==> src/rtl/dmem_port_arbiter.sv <==
// Two-requester arbiter for a dual-port data memory: independent read and write arbiters.
// Optional macro DMEM_ARB_PRIO_EN: port 0 fixed priority with MAX_WAIT anti-starvation for port 1.
module dmem_port_arbiter #(
  parameter int unsigned A_WIDTH  = 8,
  parameter int unsigned D_WIDTH  = 32,
  parameter int unsigned MAX_WAIT = 4
) (
  input  logic               i_clk,
  input  logic               i_rst,
  input  logic               i_req0,
  input  logic               i_req1,
  input  logic               i_we0,
  input  logic               i_we1,
  input  logic [A_WIDTH-1:0] i_addr0,
  input  logic [A_WIDTH-1:0] i_addr1,
  input  logic [D_WIDTH-1:0] i_wdata0,
  input  logic [D_WIDTH-1:0] i_wdata1,
  output logic               o_gnt0,
  output logic               o_gnt1,
  output logic               o_rvalid0,
  output logic               o_rvalid1,
  output logic [D_WIDTH-1:0] o_rdata,
  output logic               o_mem_we,
  output logic [A_WIDTH-1:0] o_mem_w_addr,
  output logic [D_WIDTH-1:0] o_mem_w_data,
  output logic               o_mem_re,
  output logic [A_WIDTH-1:0] o_mem_r_addr,
  input  logic [D_WIDTH-1:0] i_mem_r_data
);

  logic w_wr_req0, w_wr_req1, w_rd_req0, w_rd_req1;
  logic w_wr_win0, w_wr_win1, w_rd_win0, w_rd_win1;
  logic w_wr_pick1, w_rd_pick1;
  logic r_rvalid, r_rtag;

  // Requests are masked while reset is held so nothing is granted or issued.
  assign w_wr_req0 = i_req0 & i_we0 & ~i_rst;
  assign w_wr_req1 = i_req1 & i_we1 & ~i_rst;
  assign w_rd_req0 = i_req0 & ~i_we0 & ~i_rst;
  assign w_rd_req1 = i_req1 & ~i_we1 & ~i_rst;

`ifdef DMEM_ARB_PRIO_EN
  localparam int unsigned CNT_W = $clog2(MAX_WAIT + 1);

  logic [CNT_W-1:0] r_wr_cnt, r_rd_cnt;

  assign w_wr_pick1 = (r_wr_cnt == CNT_W'(MAX_WAIT));
  assign w_rd_pick1 = (r_rd_cnt == CNT_W'(MAX_WAIT));

  // Count consecutive losses of port 1; any grant or dropped request clears.
  always_ff @(posedge i_clk or posedge i_rst) begin
    if (i_rst) begin
      r_wr_cnt <= '0;
      r_rd_cnt <= '0;
    end else begin
      if (w_wr_req1 && !w_wr_win1) begin
        r_wr_cnt <= w_wr_pick1 ? r_wr_cnt : r_wr_cnt + 1'b1;
      end else begin
        r_wr_cnt <= '0;
      end
      if (w_rd_req1 && !w_rd_win1) begin
        r_rd_cnt <= w_rd_pick1 ? r_rd_cnt : r_rd_cnt + 1'b1;
      end else begin
        r_rd_cnt <= '0;
      end
    end
  end
`else
  logic r_wr_ptr, r_rd_ptr;

  assign w_wr_pick1 = r_wr_ptr;
  assign w_rd_pick1 = r_rd_ptr;

  // Pointer moves only on a tie, handing the next tie to the loser.
  always_ff @(posedge i_clk or posedge i_rst) begin
    if (i_rst) begin
      r_wr_ptr <= 1'b0;
      r_rd_ptr <= 1'b0;
    end else begin
      if (w_wr_req0 && w_wr_req1) r_wr_ptr <= ~r_wr_ptr;
      if (w_rd_req0 && w_rd_req1) r_rd_ptr <= ~r_rd_ptr;
    end
  end
`endif

  assign w_wr_win1 = w_wr_req1 & (~w_wr_req0 | w_wr_pick1);
  assign w_wr_win0 = w_wr_req0 & ~w_wr_win1;
  assign w_rd_win1 = w_rd_req1 & (~w_rd_req0 | w_rd_pick1);
  assign w_rd_win0 = w_rd_req0 & ~w_rd_win1;

  always_comb begin
    o_gnt0       = w_wr_win0 | w_rd_win0;
    o_gnt1       = w_wr_win1 | w_rd_win1;
    o_mem_we     = w_wr_win0 | w_wr_win1;
    o_mem_re     = w_rd_win0 | w_rd_win1;
    o_mem_w_addr = '0;
    o_mem_w_data = '0;
    o_mem_r_addr = '0;
    if (w_wr_win0) begin
      o_mem_w_addr = i_addr0;
      o_mem_w_data = i_wdata0;
    end else if (w_wr_win1) begin
      o_mem_w_addr = i_addr1;
      o_mem_w_data = i_wdata1;
    end
    if (w_rd_win0) begin
      o_mem_r_addr = i_addr0;
    end else if (w_rd_win1) begin
      o_mem_r_addr = i_addr1;
    end
  end

  // The tag remembers which port owns the data the memory returns next cycle.
  always_ff @(posedge i_clk or posedge i_rst) begin
    if (i_rst) begin
      r_rvalid <= 1'b0;
      r_rtag   <= 1'b0;
    end else begin
      r_rvalid <= o_mem_re;
      r_rtag   <= w_rd_win1;
    end
  end

  assign o_rvalid0 = r_rvalid & ~r_rtag;
  assign o_rvalid1 = r_rvalid & r_rtag;
  assign o_rdata   = i_mem_r_data;

endmodule

==> config.mk <==
export PLATFORM = sky130hd
export DESIGN_NAME = dmem_port_arbiter
export DESIGN_NICKNAME = d
export VERILOG_FILES = /design/src/rtl/dmem_port_arbiter.sv
export SDC_FILE = /design/constraint.sdc
export NUM_CORES = 1
export LEC_CHECK = 0
export BUFFER_PORTS_ARGS = -buffer_cell sky130_fd_sc_hd__buf_4
export CORE_AREA = 2 2 79 81
export DETAILED_ROUTE_END_ITERATION = 12
export DIE_AREA = 0 0 81 83
export GPL_TIMING_DRIVEN = 0
export HOLD_SLACK_MARGIN = 0.12
export PLACE_DENSITY = 0.6
export SYNTH_ARGS = -nofsm -noshare
export SYNTH_HDL_FRONTEND = slang
export SYNTH_SLANG_ARGS = --single-unit
==> constraint.sdc <==
create_clock -name i_clk -period 1.2 [get_ports i_clk]
set_input_delay 0.06 -clock i_clk [delete_from_list [all_inputs] [get_ports i_clk]]
set_output_delay 0.06 -clock i_clk [all_outputs]
set_load 0.05 [all_outputs]
# After elaboration in Yosys (flattened, before gate mapping)
# Index checks and enable logic that the tools add are counted.
totals:
  mem_bits_rw: 0
  memories: 0
  output_inout_bits: 86
  latch_bits: 0
  in_bits: 118
  mem_bits_ro: 0
  elab_cells: 42
  register_bits: 4
classes:
  order_cmp: 0
  multipliers: 0
  n_mux: 6
  reduce_logical: 2
  div_mod_pow: 0
  bitwise_logic: 30
  addsub: 0
  shifts: 0
  n_eq_ne: 0
ops:
  columns: ["cell", "n"]
  rows:
  - ["32-bit two-way mux", 2]
  - ["8-bit two-way mux", 4]
  - ["1-bit AND", 14]
  - ["1-bit NOT", 10]
  - ["1-bit bitwise OR", 6]
  - ["1-bit logical AND", 2]

# Logic depth before layout (Yosys ltp)
depth:
  word_depth: 9
  mapped_depth: 5
  mapped_depth_nobuf: 3

# Least setup slack after synthesis
# Ideal clock, no wire load.
synth_path:
  kind: "register -> output"
  from: "register r_wr_ptr"
  to: "output o_mem_w_addr[0]"
  required_ps: 1140
  setup_slack_ps: -343
  arrival_time_ps: 1483
  path_buffers: 0
  path_stages_with_launch: 3
  path_cell_list: "dfrtp_1 -> a31o_2 -> o22ai_1"
synth_via:
  elab_chain_len: 5
  elab_cells_between_ends: 6
  classes_between: "2 x mux; 4 x bitwise"
synth_lines:
  columns: ["element", "line_no", "text"]
  rows:
  - ["start, declared", "69", "logic r_wr_ptr, r_rd_ptr;"]
  - ["start signal, assigned", "80", "if (w_wr_req0 && w_wr_req1) r_wr_ptr <= ~r_wr_ptr;"]
  - ["1-bit bitwise OR *", "86", "assign w_wr_win1 = w_wr_req1 & (~w_wr_req0 | w_wr_pick1);"]
  - ["1-bit AND *", "86", null]
  - ["1-bit NOT", "87", "assign w_wr_win0 = w_wr_req0 & ~w_wr_win1;"]
  - ["1-bit AND", "87", null]
  - ["8-bit two-way mux *", "99", "if (w_wr_win0) begin"]
  - ["end, declared", "24", "output logic [A_WIDTH-1:0] o_mem_w_addr,"]
# Mark *: on every way between the ends. The rest lies on a longest branch, timed or not.

# Worst setup path in the final report
layout_path:
  from: "register r_wr_ptr"
  to: "output o_mem_w_addr[1]"
# Same word-level chain as after synthesis.

==> out/results.txt <==
Pleak: 1.66 nW
Longest Clk Path Bufs: 2
I/O pin count: 204
Clock latency on the worst-skew pair: 220 ps
Worst hold slack: 153 ps
Post-route cell area: 3260 um2
Period Utilization, post-route: 135%
Worst Hold Class: in -> reg
Number of diodes: 0
Status: finished, violations left
FF-to-FF Start: r_rd_ptr
Internal Power: 1.29 mW
Hold Vio Cnt, Final: 0
Via density: 4.45
Largest net degree at the start of global routing: 11
Die W: 81 um
Slew HR: 82.9%
Gr ovfl total: 0
Layout Nets: 439
Most frequent cells in the layout: 171 x buf_4, 41 x buf_6, 24 x a22o_4, 17 x nand2_1, 9 x o22ai_4
TritonCTS clock tree: done
Synthesized flop and latch total: 4
Initial antenna violation count: 0
Setup crit end kind: primary output
Global-route wire length before repair: 8510 um
Kind of critical path: reg -> out
Net Sw Frac: 46.7%
Residual DRC count: 0
Final Power: 2.43 mW
Fin crit period: 1620 ps
Number of H-tree levels: 1
Worst Setup Start Kind: flop
CTS sink cnt: 4
Seq/Total Area, Yosys: 9.64%
Fmax: 619 MHz
First-pass DRT Iterations: 4
Net Switching: 1.13 mW
R2r setup slk: 120 ps
Yosys cell types: 24
Port bufs: 170
Syn Nets: 249
Worst-margin pin slew: 255 ps
Initial Util: 17.9%
Hold Crit Endpoint: r_rvalid
Crit path max-delay family: compound AO/OA/AOI/OAI gates
Max Cap Violations: 0
Failing checks: negative setup slack
RSZ-0062 raised after global routing: true
Power Density: 746 nW/um2
Syn Inst Count: 131
Total CTS buffers: 3
Final TNS setup: -18030 ps
Reg2Reg Depth: 4
Total track usage: 15.4%
Max-slew violations: 0
Final cell count without fillers: 395
Crit path largest cell delay: 420 ps
Placed Cells: 376
Dpl ws: -315 ps
Req. time, crit path: 1140 ps
Vias in the first global route: 1811
Crit-path slowest cell: dfrtp_2
Initial drt markers: 23
Die area: 6720 um2
Fillers: 524
Final worst slack: -417 ps
Peak supply drop: 0.697 mV
CP bufs+invs: 3
DRT Wirelength: 5590 um
Area growth from synthesis to layout: 213%
Clk pwr share: 12.9%
Yosys warns: 0
Hold path depth: 2
Routed Antenna Nets: 0
Placed cell area: 2700 um2
Finished Core Util: 56.0%
CP Cell Sequence: buf_4 > buf_6 > a31o_4 > o22ai_2 > buf_6
Die Height: 83 um
Core ar.: 5820 um2
Post-Syn Area: 1040 um2
Combinational power share: 78.1%
Clock transition at path regs: 40 ps
Vias after detailed routing: 1759
Worst EP arrival: 1560 ps
Seq pwr share: 9.0%
Setup violations, final: 50
CP Max Fanout: 8
CTS Root Cell: clkbuf_8
HP Start: i_rst
Row cnt: 28
Fin Clk Skew: 0.0594 ps
Avg Synthesized Cell Area: 7.93 um2
Gpl congestion: 0.740
RR Endpoint: r_rtag
Share of cells above drive strength 1: 89.1%
Most common cell after layout, fill and taps aside: buf_4
CP most frequent cell: buf_6
HPWL after DPL: 4270 um
Routed length per instance: 14.1 um
power by group through the flow:
stage | clock, mW | combinational (mW) | sequential [mW]
2_1_floorplan | 0 | 1.04 | 0.220
4_1_cts | 0.313 | 1.82 | 0.217
5_1_grt | 0.341 | 1.99 | 0.222
6_report | 0.312 | 1.90 | 0.219
3_5_place_dp | 0 | 1.48 | 0.227
3_3_place_gp | 0 | 1.47 | 0.227
cell type report:
type / instances / area (um2) / area share, %
Buffer: 40 / 340 / 10.5
Clock buffer: 4 / 45.0 / 1.38
Inverter: 2 / 7.51 / 0.231
Multi-Input combinational cell: 85 / 1040 / 32.1
Sequential cell: 4 / 101 / 3.11
Tap cell: 75 / 93.8 / 2.88
Timing Repair Buffer: 185 / 1620 / 49.8
routing by layer:
layer,up-vias,GRT usage (%),part of all wire (%)
li1,849,-,-
met1,811,17.5,36
met2,97,29.8,55
met3,2,2.50,8.3
met4,0,1.85,0.29
met5,-,0,0
Yosys cell counts:
master    instances  area share, %
dfrtp_1           4            9.6
buf_2             1           0.48
nor2b_1           1           0.60
buf_6             6            6.5
buf_4            33             24
xnor2_1           1           0.84
a311oi_4          1            2.5
o2111a_2          1            1.2
and2_1            1           0.60
a31o_2            1           0.84
o22ai_1          16            9.6
a21oi_1           2           0.96
nand2_2           1           0.60
nor3_1            2           0.96
nand2b_1          1           0.60
a22o_1           32             27
inv_1             1           0.36
nor2_1            1           0.36
nand2_1          17            6.1
or2b_1            1           0.72
o21bai_2          2            2.2
xor2_1            1           0.84
inv_2             1           0.36
o21bai_1          3            2.2
kinds of logic (layout without fill, tap and decap cells):
kind of cell / count (synthesis) / after routing / share of synthesized area [%]
compound gates: 58 / 58 / 46.5
buf+inv: 42 / 231 / 31.6
simple gates: 25 / 25 / 10.6
flops: 4 / 4 / 9.64
xor+xnor: 2 / 2 / 1.69
sequential cells by signal, indices dropped and copies added (netlist names):
name,count
r_wr_ptr,1
r_rd_ptr,1
r_rtag,1
r_rvalid,1
worst max-delay path by stage:
stage	from	slack (ps)	depth (start not counted)	to
CTS	r_wr_ptr	-440	4	o_mem_w_data[19]
global placement	r_wr_ptr	-330	4	o_gnt0
global route	r_wr_ptr	-470	4	o_mem_w_data[16]
detailed placement	r_wr_ptr	-310	4	o_gnt0
finish	r_wr_ptr	-420	5	o_mem_w_addr[1]
floorplan	i_rst	-280	5	o_mem_r_addr[1]
what timing repair did:
item	in CTS	in global routing
gates resized for setup	35	34
pin swaps	12	3
endpoints found under the setup margin	50	50
endpoints found under the hold margin	5	0
setup buffers	11	0
cloned	2	0
hold buffers	2	0
Note: power is estimated with default switching activity, not from simulation.
